<file path="src/rtl/fifo_rd_stream.sv">
// fifo_rd_stream: turns a FIFO read port (rinc -> rvalid one cycle later) into a valid/ready stream
// through a small circular output buffer, with flush, transfer counting and a sticky protocol-error flag.
module fifo_rd_stream #(
  parameter int DW = 16,
  parameter int OBUF = 2
) (
  input  logic          rclk,
  input  logic          rrst_n,
  input  logic          rempty,
  input  logic [DW-1:0] rdata,
  input  logic          rvalid,
  output logic          rinc,
  input  logic          flush,
  output logic          m_valid,
  input  logic          m_ready,
  output logic [DW-1:0] m_data,
  output logic [31:0]   xfer_cnt,
  output logic          rd_err
);
  logic [DW-1:0] mem [4];
  logic [1:0] head, tail;
  logic [2:0] count, pend, disc, pend_n;
  logic [31:0] cnt;
  logic pop, push, arrive;

  function automatic logic [1:0] nxt(input logic [1:0] p);
    return (p == 2'(OBUF - 1)) ? 2'd0 : p + 2'd1;
  endfunction

  assign m_valid = count != 3'd0;
  assign m_data = mem[head];
  assign xfer_cnt = cnt;
  assign pop = m_valid && m_ready && !flush;
  assign arrive = rvalid && pend != 3'd0;
  // oldest outstanding words are the discarded ones, so they are consumed first
  assign push = arrive && disc == 3'd0 && !flush && count != 3'(OBUF);
  // a pop this cycle frees a slot, which is what sustains one word per cycle
  assign rinc = rrst_n && !rempty && !flush &&
                ({1'b0, count} + {1'b0, pend}) < (4'(OBUF) + 4'(pop));
  assign pend_n = pend + 3'(rinc) - 3'(arrive);

  always_ff @(posedge rclk or negedge rrst_n)
    if (!rrst_n) begin
      count <= '0;
      pend <= '0;
      disc <= '0;
      head <= '0;
      tail <= '0;
      cnt <= '0;
      rd_err <= 1'b0;
      for (int i = 0; i < 4; i++) mem[i] <= '0;
    end else begin
      pend <= pend_n;
      disc <= flush ? pend_n : disc - 3'(arrive && disc != 3'd0);
      count <= flush ? 3'd0 : count + 3'(push) - 3'(pop);
      head <= flush ? 2'd0 : pop ? nxt(head) : head;
      tail <= flush ? 2'd0 : push ? nxt(tail) : tail;
      if (push) mem[tail] <= rdata;
      if (pop) cnt <= cnt + 32'd1;
      if (rvalid && (pend == 3'd0 || count == 3'(OBUF))) rd_err <= 1'b1;
    end
endmodule

</file>
<file path="config.mk">
export PLATFORM = sky130hd
export DESIGN_NAME = fifo_rd_stream
export DESIGN_NICKNAME = d
export VERILOG_FILES = /design/src/rtl/fifo_rd_stream.sv
export SDC_FILE = /design/constraint.sdc
export NUM_CORES = 1
export LEC_CHECK = 0
export CORE_MARGIN = 2
export CORE_UTILIZATION = 54
export DETAILED_ROUTE_END_ITERATION = 6
export PLACE_DENSITY = 0.82
export RECOVER_POWER = 50
export SYNTH_ARGS = -nofsm -noshare
export SYNTH_HDL_FRONTEND = slang
export SYNTH_SLANG_ARGS = --single-unit
</file>
<file path="constraint.sdc">
create_clock -name rclk -period 3.3 [get_ports rclk]
set_input_delay 0.66 -clock rclk [delete_from_list [all_inputs] [get_ports rclk]]
set_output_delay 0.66 -clock rclk [all_outputs]
set_load 0.02 [all_outputs]
</file>
==> results by group <==
Setup path
  • CP Data Arrival Time: 2430 ps
  • Crit path max fanout: 5
  • Worst R2R End: disc[2]$_DFF_PN0_
  • Crit start category: register
  • Worst reg-to-reg setup slack: 280 ps
  • Crit end category: output pin
  • RR Startpoint: count[0]$_DFF_PN0_
  • Worst Path Required: 2640 ps
  • Worst Path Class, Setup: reg -> out
  • FF-to-FF path depth: 14

Cells and area
  • Final std cells w/o fill: between 500 and 600
  • Layout cells sized above 1: 0.248
  • Area growth syn-to-layout: 21.4%
  • Inserted Diodes: 0
  • Util after Layout: 0.672
  • Layout net count: just under 500
  • Fillers: between 600 and 700

Synth
  • Ys async rst share: 1.00
  • #FFs+latches synth: 110
  • Top_reg_cell synth: dfrtp_1
  • Most frequent cell after synthesis: dfrtp_1
  • Synthesized net count: 408
  • Post-synth top cells: dfrtp_1 (110), mux2_2 (65), xnor2_1 (25)
  • Distinct cells, synth: 43
  • Leading post-synthesis cells by cell area: dfrtp_1 (54%), mux2_2 (14%), mux4_2 (7.1%)
  • Largest area contributor in the netlist: dfrtp_1
  • Register area share after synthesis: 0.541
  • EDFF count, synth: 0
  • Syn Area/Cell: 13.7 sq um
  • Post-synth top area share: 0.541
  • Synth Cell Area: 0.00509 sq mm
  • Synth warn: 0
  • Cell count after synthesis: between 300 and 400

Outcome
  • Status: complete, but fails checks
  • Failing checks: max-capacitance violations, max-slew violations

Global route
  • M3 GR Usage: 0.0437
  • Global route overflow: 0
  • Initial antenna violation count: 0
  • Met2 GRT Util: 0.315
  • Largest net degree at the start of global routing: 66
  • GRT Max-Usage Layer: met2
  • Global-route wire length before repair: approximately 16 mm
  • Met1 Use GR: 0.280
  • Vias in the first global route: approximately 3,300
  • Total track usage: 0.199

Place
  • GPL Wtd Cong: 0.810
  • Placed cell count: ~550
  • Port Buffers: 72
  • Placed wire-length estimate: 6.56 mm

Power and ir drop
  • VDD IR-drop max: 0.456 mV
  • P per Cell Area: ~680 mW/mm^2
  • Comb pwr share: 0.360
  • Internal power: between 2 and 3 mW
  • Sw frac: 0.321
  • Switch Pwr: 1.35 mW
  • Total Power: roughly 4.2 mW
  • Pleak: 2.83 nW
  • Sequential share of power: 0.424
  • Clock power frac: 0.216

Routing
  • Vias per cell: 5.59
  • TritonRoute pass-1 iters: 4
  • Vias after detailed routing: 3,185
  • Wire per inst: around 17 um
  • Post-route antenna net violation count: 0
  • Drt drc: 0
  • Initial DRC Count: 121
  • Routed WL: 9.53 mm

Clocking
  • Max H-tree Level: 3
  • Clk sinks: 110
  • CTS clk-pin slew, worst paths: 100 ps
  • CTS tree: yes
  • Worst-skew pair later-pin latency: about 370 ps
  • CTS Buf Count: 9
  • Clk buf depth: 2
  • # hold bufs at CTS: 0
  • Root Buffer: clkbuf_8

STA
  • Final slew viol count: 66
  • Setup TNS: 0 ps
  • Endpoints failing setup: 0
  • Slew headroom: -0.0415
  • Fin crit period: 3090 ps
  • RSZ-0062 raised after global routing: no
  • Hold Fails Final Rpt: 0
  • Min Hold Slack: 464 ps
  • Worst slew pin tran: between 1500 and 2000 ps
  • Clk_skew: 14.3 ps
  • Crit share post-route: 0.935
  • FMAX: about 320 MHz

Floorplanning
  • DIE AREA: 0.0102 sq mm
  • Initial Util: 0.554
  • Die Height: 101 um
  • Die W: 101 um
  • Core area: 0.00920 sq mm
  • Row cnt: 35
  • I/O pins: 73

Job
  • Max-Cap Viols: 1

Min path
  • Worst Hold Depth: 1
  • Hold_sp: rd_err$_DFFE_PN0P_
  • Worst hold-check path type: reg -> reg
  • Worst Hold End: rd_err$_DFFE_PN0P_
==> routing by layer <==
metal | part of all wire | vias to the layer above
met5 | 0 | -
met4 | 0.010 | 0
met3 | 0.036 | 8
met2 | 0.48 | 59
met1 | 0.47 | 1619
li1 | - | 1499
==> cells in the final DEF, fill, tap and decap left out, types with 2 or more instances in the layout <==
cell type,instances
dfrtp_1,110
mux2_2,65
clkdlybuf4s50_1,61
xnor2_1,25
inv_1,17
mux4_2,16
nor2_1,14
nand2_1,14
xor2_1,12
nand4_1,12
nand3_1,10
ha_1,10
clkbuf_8,9
dlygate4sd3_1,9
nor3_1,8
buf_4,7
and3_1,6
clkbuf_1,6
nand2b_1,3
o21ai_0,3
fa_1,3
nor2b_1,2
a21oi_1,2
and2_1,2
nor4_1,2
and4_1,2
nand3b_2,2
a21o_1,2
bufinv_16,2
inv_6,2
==> power groups by stage <==
stage,logic [mW],registers [mW],clock network (mW)
floorplan,0.975,1.78,0
global placement,1.49,1.78,0
detailed placement,1.53,1.81,0
CTS,1.54,1.78,0.922
global route,1.65,1.81,0.984
finish,1.52,1.78,0.908
==> how the worst max path moves through the flow <==
stage	slack (ps)	start	depth (start not counted)	end
floorplan	110	count[1]$_DFF_PN0_	13	disc[2]$_DFF_PN0_
global route	1	count[0]$_DFF_PN0_	7	rinc
finish	210	count[0]$_DFF_PN0_	7	rinc
global placement	50	flush	4	rinc
CTS	160	count[0]$_DFF_PN0_	7	rinc
detailed placement	40	flush	4	rinc
==> stage by stage <==
stage | setup WS (ps) | instance area (sq um)
finish | 214 | 6180
floorplan | 112 | 5100
global placement | 47.8 | 5980
detailed placement | 40.8 | 5980
CTS | 162 | 6200
global route | 1.23 | 6180
==> cell type report <==
type / count / area (sq um) / share of cell area
multi-input combinational: 231 / 2210 / 0.357
clock inverter: 7 / 103 / 0.0166
sequential: 110 / 2750 / 0.445
timing repair buffer: 85 / 791 / 0.128
inverter: 17 / 63.8 / 0.0103
clock buffer: 9 / 124 / 0.0200
tap: 111 / 139 / 0.0225
==> critical path, stage by stage, from the launching register on <==
cell and delay [ps]:
dfrtp_1 440, ha_1 210, inv_1 60, fa_1 390, a2111oi_2 330, a21oi_1 100, nor3_2 210, clkdlybuf4s15_1 330
==> cell families after synthesis <==
logic type / count (synthesis) / synth area share
compound gates: 11 / 0.0182
xor+xnor: 37 / 0.0636
fa+ha+maj: 13 / 0.0364
buf+inv: 32 / 0.0280
flops: 110 / 0.541
mux: 82 / 0.216
simple gates: 88 / 0.0968
==> sequential cells by signal (all words and copies together) (netlist names) <==
signal and count:
mem 64, xfer_cnt 32, count 3, disc 3, pend 3, head 2
tail 2, rd_err 1
==> what timing repair did <==
item,CTS,global route
cloned,0,0
setup endpoints to repair,1,2
setup buffers,0,0
resized for setup,1,3
No activity file was read; power rests on OpenSTA's default activity.
